## config.mk

```make
export PLATFORM = sky130hd
export DESIGN_NAME = match_window_counter
export DESIGN_NICKNAME = d
export VERILOG_FILES = /design/src/rtl/match_window_counter.sv
export SDC_FILE = /design/constraint.sdc
export NUM_CORES = 1
export LEC_CHECK = 0
export CAP_MARGIN = 10
export CORE_UTILIZATION = 50
export CTS_CLUSTER_DIAMETER = 150
export CTS_CLUSTER_SIZE = 8
export DETAILED_ROUTE_END_ITERATION = 8
export GPL_TIMING_DRIVEN = 0
export MAX_ROUTING_LAYER = met4
export PLACE_DENSITY = 0.74
export SYNTH_ARGS = -nofsm -noshare
export SYNTH_HDL_FRONTEND = slang
export SYNTH_SLANG_ARGS = --single-unit
```

## constraint.sdc

```tcl
create_clock -name clk -period 3.6 [get_ports clk]
set_input_delay 0.9 -clock clk [delete_from_list [all_inputs] [get_ports clk]]
set_output_delay 0.9 -clock clk [all_outputs]
set_load 0.01 [all_outputs]
```

## src/rtl/match_window_counter.sv

```systemverilog
// match_window_counter: counts rising edges of a detector level output over
// fixed windows of WINDOW clock cycles and hands each closed-window count to a
// valid/ready consumer, with a threshold alarm and a sticky overflow flag.
//
// state | meaning
// IDLE  | not counting; waits for en=1 to start a fresh window
// RUN   | window open; timer advances each cycle, matches accumulate
module match_window_counter #(
    parameter int unsigned WINDOW = 16,
    parameter int unsigned CNT_W  = 8,
    parameter int unsigned THRESH = 3
) (
    input  logic             clk,
    input  logic             reset,
    input  logic             y,
    input  logic             en,
    input  logic             clr_ovf,
    input  logic             cnt_ready,
    output logic             cnt_valid,
    output logic [CNT_W-1:0] cnt_data,
    output logic             alarm,
    output logic             overflow
);

    localparam int unsigned       TMR_W    = (WINDOW > 1) ? $clog2(WINDOW) : 1;
    localparam logic [TMR_W-1:0]  TMR_LAST = TMR_W'(WINDOW - 1);

    typedef enum logic {
        IDLE = 1'b0,
        RUN  = 1'b1
    } state_t;

    state_t           state;
    logic [TMR_W-1:0] timer;
    logic [CNT_W-1:0] count;
    logic             y_q;

    logic             match;
    logic             close;
    logic             accept;
    logic             alarm_hit;
    logic [CNT_W-1:0] count_inc;

    // A match is a rising edge of y, so a long high level counts once.
    assign match     = y & ~y_q;
    // Saturating update; also the count reported when the window closes.
    assign count_inc = (match && (count != '1)) ? count + CNT_W'(1) : count;
    // An en=0 edge aborts even on the last cycle, so a close needs en=1.
    assign close     = (state == RUN) && en && (timer == TMR_LAST);
    // The slot is free if empty or being drained in this same cycle.
    assign accept    = ~cnt_valid | cnt_ready;
    assign alarm_hit = (32'(count_inc) >= THRESH);

    // Delay y by one cycle for edge detection.
    always_ff @(posedge clk or negedge reset) begin
        if (!reset) begin
            y_q <= 1'b0;
        end else begin
            y_q <= y;
        end
    end

    // Window sequencing: state, cycle timer and running match count.
    always_ff @(posedge clk or negedge reset) begin
        if (!reset) begin
            state <= IDLE;
            timer <= '0;
            count <= '0;
        end else begin
            case (state)
                IDLE: begin
                    if (en) begin
                        state <= RUN;
                        timer <= '0;
                        count <= '0;
                    end
                end
                RUN: begin
                    if (!en) begin
                        state <= IDLE;
                        timer <= '0;
                        count <= '0;
                    end else if (close) begin
                        timer <= '0;
                        count <= '0;
                    end else begin
                        timer <= timer + TMR_W'(1);
                        count <= count_inc;
                    end
                end
                default: begin
                    state <= IDLE;
                    timer <= '0;
                    count <= '0;
                end
            endcase
        end
    end

    // Result slot, alarm and overflow; all registered, one cycle after close.
    always_ff @(posedge clk or negedge reset) begin
        if (!reset) begin
            cnt_valid <= 1'b0;
            cnt_data  <= '0;
            alarm     <= 1'b0;
            overflow  <= 1'b0;
        end else begin
            if (close) begin
                alarm <= alarm_hit;
                if (accept) begin
                    cnt_valid <= 1'b1;
                    cnt_data  <= count_inc;
                end
            end else if (cnt_valid && cnt_ready) begin
                cnt_valid <= 1'b0;
            end

            // A drop in the same cycle as a clear request leaves the flag set.
            if (close && !accept) begin
                overflow <= 1'b1;
            end else if (clr_ovf) begin
                overflow <= 1'b0;
            end
        end
    end

endmodule

```

==> After elaboration in Yosys (flattened, before gate mapping) <==
Cells that the tools add are included.
{ "word_totals": {"latch_bits": 0, "ramBits": 0, "n_memories": 0, "ff_bits": 25, "mem_bits_ro": 0, "out_inout_bits": 11, "wordCells": 45, "in_bits": 6} }
{ "classes": {"shifts": 0, "n_reduce_logical": 10, "add_sub_neg": 2, "eq_ne": 4, "mux": 15, "n_lt_le_gt_ge": 1, "multipliers": 0, "bitwise": 5, "n_div": 0} }
{ "ops": {"columns": ["cell", "n"], "rows": [
  ["8-bit two-way mux", 4],
  ["8-bit one-hot mux with 2 select lines", 1],
  ["4-bit two-way mux", 3],
  ["8-bit by 1-bit adder with 8-bit output (second input constant)", 1],
  ["8-bit by 2-bit >= comparator with 1-bit output (second input constant)", 1],
  ["8-bit != test (second input constant)", 1],
  ["4-bit one-hot mux with 2 select lines", 1],
  ["1-bit two-way mux", 6],
  ["1-bit logical AND", 5],
  ["4-bit by 1-bit adder with 4-bit output (second input constant)", 1],
  ["4-bit equality test (second input constant)", 1],
  ["2-bit AND reduction", 2],
  ["2-bit nonzero test", 2],
  ["1-bit NOT", 3],
  ["2-bit by 1-bit != test with 1-bit output (second input constant)", 1],
  ["2-bit != test (second input constant)", 1],
  ["1-bit bitwise AND", 1],
  ["1-bit zero test", 1],
  ["1-bit OR", 1]
]} }

==> Longest topological paths before layout <==
Gate-level depths: netlist (run 1).
{ "logic_depth": {"ltp_word": 7, "depth_mapped": 7, "ltp_nobuf": 6} }

==> Worst setup path before layout (run 1) <==
OpenSTA, ideal clock, no wires.
{ "synth_path": {"path_kind": "input-to-reg", "start": "input y", "end": "register alarm", "setup_time_ps": 138, "path_stages": 5, "n_path_buf": 0, "arrival_ps": 1765, "t_required_ps": 3462, "setup_slack_ps": 1697, "path_cell_list": "nand4b_1 -> or4_1 -> o21ai_2 -> and3_1 -> a41oi_2"} }
{ "synth_via": {"elab_chain_cells": 4} }
{ "synth_rtl": {"columns": ["element", "line", "text"], "rows": [
  ["from (decl)", "15", "input logic y,"],
  ["1-bit bitwise AND", "45", "assign match = y & ~y_q;"],
  ["1-bit logical AND", "47", "assign count_inc = (match && (count != '1)) ? count + CNT_W'(1) : count;"],
  ["8-bit two-way mux", "47", null],
  ["8-bit by 2-bit >= comparator with 1-bit output", "52", "assign alarm_hit = (32'(count_inc) >= THRESH);"],
  ["to (signal assigned)", "109", "alarm <= alarm_hit;"],
  ["to (decl)", "21", "output logic alarm,"]
]} }
No other way between the ends.
A chain may end at the register's enable or synchronous reset.

==> Worst setup path in the final report (run 1) <==
Same ends and word-level chain as after synthesis.

==> results of run 1 <==
through the flow:
stage | area, sq um | power, uW | setup WS, ns | utilization, %
after floorplan | 1210 | 307 | 1.70 | -
after global placement | 1410 | 321 | 1.02 | 62.4
after detailed placement | 1410 | 323 | 1.04 | 62.4
after CTS | 1430 | 449 | 1.38 | 63.6
after global routing | 1450 | 463 | 1.21 | 64.3
final | 1450 | 446 | 1.38 | 64.3
cell usage in the layout (no fill, tap or decap), types with 2 or more instances in the layout:
cell,count
clkbuf_1,2
o21ai_0,14
nand2_1,22
dfrtp_1,25
nand2b_1,3
clkdlybuf4s50_1,16
and2_1,2
nor2_1,6
a41oi_2,2
and3_1,2
xnor2_1,2
inv_1,2
o31ai_1,2
mux2_2,2
o22ai_1,3
ha_1,2
a21oi_1,3
mux2i_1,3
nand3_1,6
a22o_1,3
clkbuf_4,3
Yosys cell counts, drive strengths merged, types with 2 or more instances:
| cell type | n |
|---|---|
| nand2 | 22 |
| and3 | 2 |
| ha | 2 |
| nor2 | 6 |
| a22o | 3 |
| nand3 | 6 |
| a41oi | 3 |
| nand2b | 3 |
| inv | 2 |
| o21ai | 15 |
| dfrtp | 25 |
| and2 | 2 |
| xnor2 | 2 |
| clkbuf | 2 |
| a21oi | 3 |
| mux2i | 3 |
| o22ai | 3 |
| mux2 | 2 |
| o31ai | 2 |
power by group through the flow:
stage,logic (uW),clock network [uW],registers (uW)
2_1_floorplan,13.6,0,293
3_3_place_gp,27.9,0,293
3_5_place_dp,28.8,0,294
4_1_cts,28.8,132,289
5_1_grt,34.4,139,289
6_report,30.1,127,289
per-layer routing:
layer / vias to the layer above / GRT usage (%) / part of all wire (%)
li1: 474 / - / -
met2: 19 / 37.9 / 50
met5: - / - / 0
met1: 462 / 25.1 / 46
met4: 0 / 9.46 / 0.99
met3: 4 / 2.68 / 2.7
state kept, by name (all words and copies together), names as in the netlist:
| name | cells |
|---|---|
| timer | 4 |
| overflow | 1 |
| alarm | 1 |
| cnt_valid | 1 |
| state | 1 |
| cnt_data | 8 |
| count | 8 |
| y_q | 1 |
area by class of cell:
cell class                      count  area, sq um  share of cell area (%)
Sequential cell                    25          626                    43.2
Multi-Input combinational cell     90          559                    38.6
Timing Repair Buffer               17          175                    12.1
Tap cell                           28         35.0                    2.42
Clock buffer                        3         22.5                    1.55
Buffer                              3         18.8                    1.30
Inverter                            2         7.51                   0.518
Clock inverter                      1         5.00                   0.345
tightest hold or removal path: stages (launching register included):
cell     delay (ns)
dfrtp_1        0.37
nand2_1        0.05
o21ai_0        0.06
cell families after synthesis:
group	count (synthesis)	share of synthesized area (%)
AOI/OAI and AO/OA	31	17.5
xor gates and xnor gates	3	2.17
adders and majority gates	2	2.07
buffers and inverters	5	2.17
DFF	25	51.7
muxes	5	4.34
and+or+nand+nor	49	20.1
worst max path at each step:
stage / endpoint / start / slack [ns] / depth (start not counted)
final: alarm / y / 1.38 / 6
after global placement: alarm / y / 1.02 / 6
after floorplan: alarm / y / 1.70 / 5
after global routing: cnt_data[7] / en / 1.21 / 7
after detailed placement: alarm / y / 1.04 / 6
after CTS: alarm / y / 1.38 / 6
==> run metrics, run 1 <==
area share of the largest cell type after synthesis=51.7%; Max clock buf depth=2; clock skew=0.00263 ns; syn_nets=128; TritonCTS buffer count=3; PwrDens=308 nW/um^2; setup violators final=0; FF-to-FF path depth=6; Post-Route WL=2330 um; combinational share of power=6.8%; Post-synth top flop=dfrtp_1; hold_ws=0.496 ns; syn avg cell area=10.1 sq um; Via-to-Cell Ratio=5.67; Startpoint Class=primary input; GRT overflow=0; # rows=17; cell family with most CP delay=simple AND/OR/NAND/NOR gates; reg2reg end=alarm; Worst Path Arrival=2.43 ns; hold crit path type=reg -> reg; fmax=0.450 GHz; Layout Nets=150; leakage=0.000603 uW; total global-route track usage=21.7%; slowest stage cell on the critical path=clkdlybuf4s50_1; die height=51.2 um; aggregate negative setup slack=0 ns; Post-Syn Area=1210 sq um; net load switching power=106 uW; Die Area=2620 sq um; initial antenna violation count=0; Max-Cap Viols=0; Syn Inst Count=120; Resized cells post-CTS=0; minimum clock period=2.22 ns; final std cells w/o fill=169; Worst Hold Launch=cnt_data[3]; CP endpoint kind=flop; sequential share of the synthesized area=51.7%; FF-to-FF setup slack=1.64 ns; clk_lat worst skew=0.32 ns; diode count=0; WL/cell=13.8 um; Fillers=203; Hold Crit Depth=2; area leader, netlist=dfrtp_1; CTS root buf=clkbuf_4; Slew Limit Fails=0; Sequential Power Share=64.8%; Max VDD drop=0.242 mV; RSZ-0062 raised after global routing=false; top cells by area, synth=dfrtp_1 52%, nand2_1 6.8%, o21ai_0 5.8%, a41oi_2 2.7%, mux2i_1 2.5%; Rel. slew slack=55.6%; layout cells sized above 1=9.93%; synthesis-stage register bit count=25; first-pass GRT wire length=4060 um; Setup Buffers After CTS=0; number of synthesized flops with an enable pin=0; RD Place Congestion=0.903; clk sinks=25; crit path cell chain=clkdlybuf4s50_1 -> nand2b_1 -> nor3_1 -> mux2i_1 -> nor3b_2 -> a41oi_2; via count=959; initial drt markers=8; Core Region=2250 sq um; Worst EP required=3.81 ns; pin count of the biggest net entering global routing=26; Hold Buf Count CTS=0; Power Internal=339 uW; DRC viols=0; CP Class=in -> reg; Reg-to-Reg Start=count[0]; synth warn=0; Area Growth Syn to Fin=19.6%; io pins=17; Final ANT Viol Nets=0; Synth cell types=33; placed cells=164; DPL Wire Length=1710 um; H-tree depth=1; clock power share=28.5%; worst-path fanout max=4; async set or reset register ratio after synthesis=100%; CTS tree=yes; Initial Util=53.7%; vias in the first global route=932; endpoints failing hold=0; Hold Path End=cnt_data[3]; post-route clock period utilization=61.8%; Reg clk slew, reported paths=0.14 ns; WP buf/inv=1; worst-margin pin slew=0.663 ns; IO buf count=16; switch share=23.9%; status=finished, final reports clean; Die X=51.2 um; CP peak stage delay=0.51 ns; DR pass1 iterations=4
Power figures use the tool's default switching activity.
==> run 2: changes to the inputs <==
Clock period 3.6 ns to 2.3 ns, I/O delays scaled along.
==> results of run 2 <==
The final DEF is identical to that of run 1. Status: finished, final reports clean.
Main changes from that run: setup slack after placement 1.04 ns -> 0.0674 ns; setup slack after layout 1.38 ns -> 0.341 ns; start point of the critical path y -> count[0]; register-to-register setup slack 1.64 ns -> 0.34 ns; total power 446 uW -> 697 uW; worst IR drop on VDD 0.242 mV -> 0.378 mV
==> run 3: changes to the inputs <==
Settings changed: HOLD_SLACK_MARGIN from default to 0.05.
==> results of run 3 <==
The final DEF is identical to that of run 1. Status: finished, final reports clean.
Main changes from that run: setup slack after placement 1.04 ns -> 0.0674 ns; setup slack after layout 1.38 ns -> 0.341 ns; start point of the critical path y -> count[0]; register-to-register setup slack 1.64 ns -> 0.34 ns; total power 446 uW -> 697 uW; worst IR drop on VDD 0.242 mV -> 0.378 mV
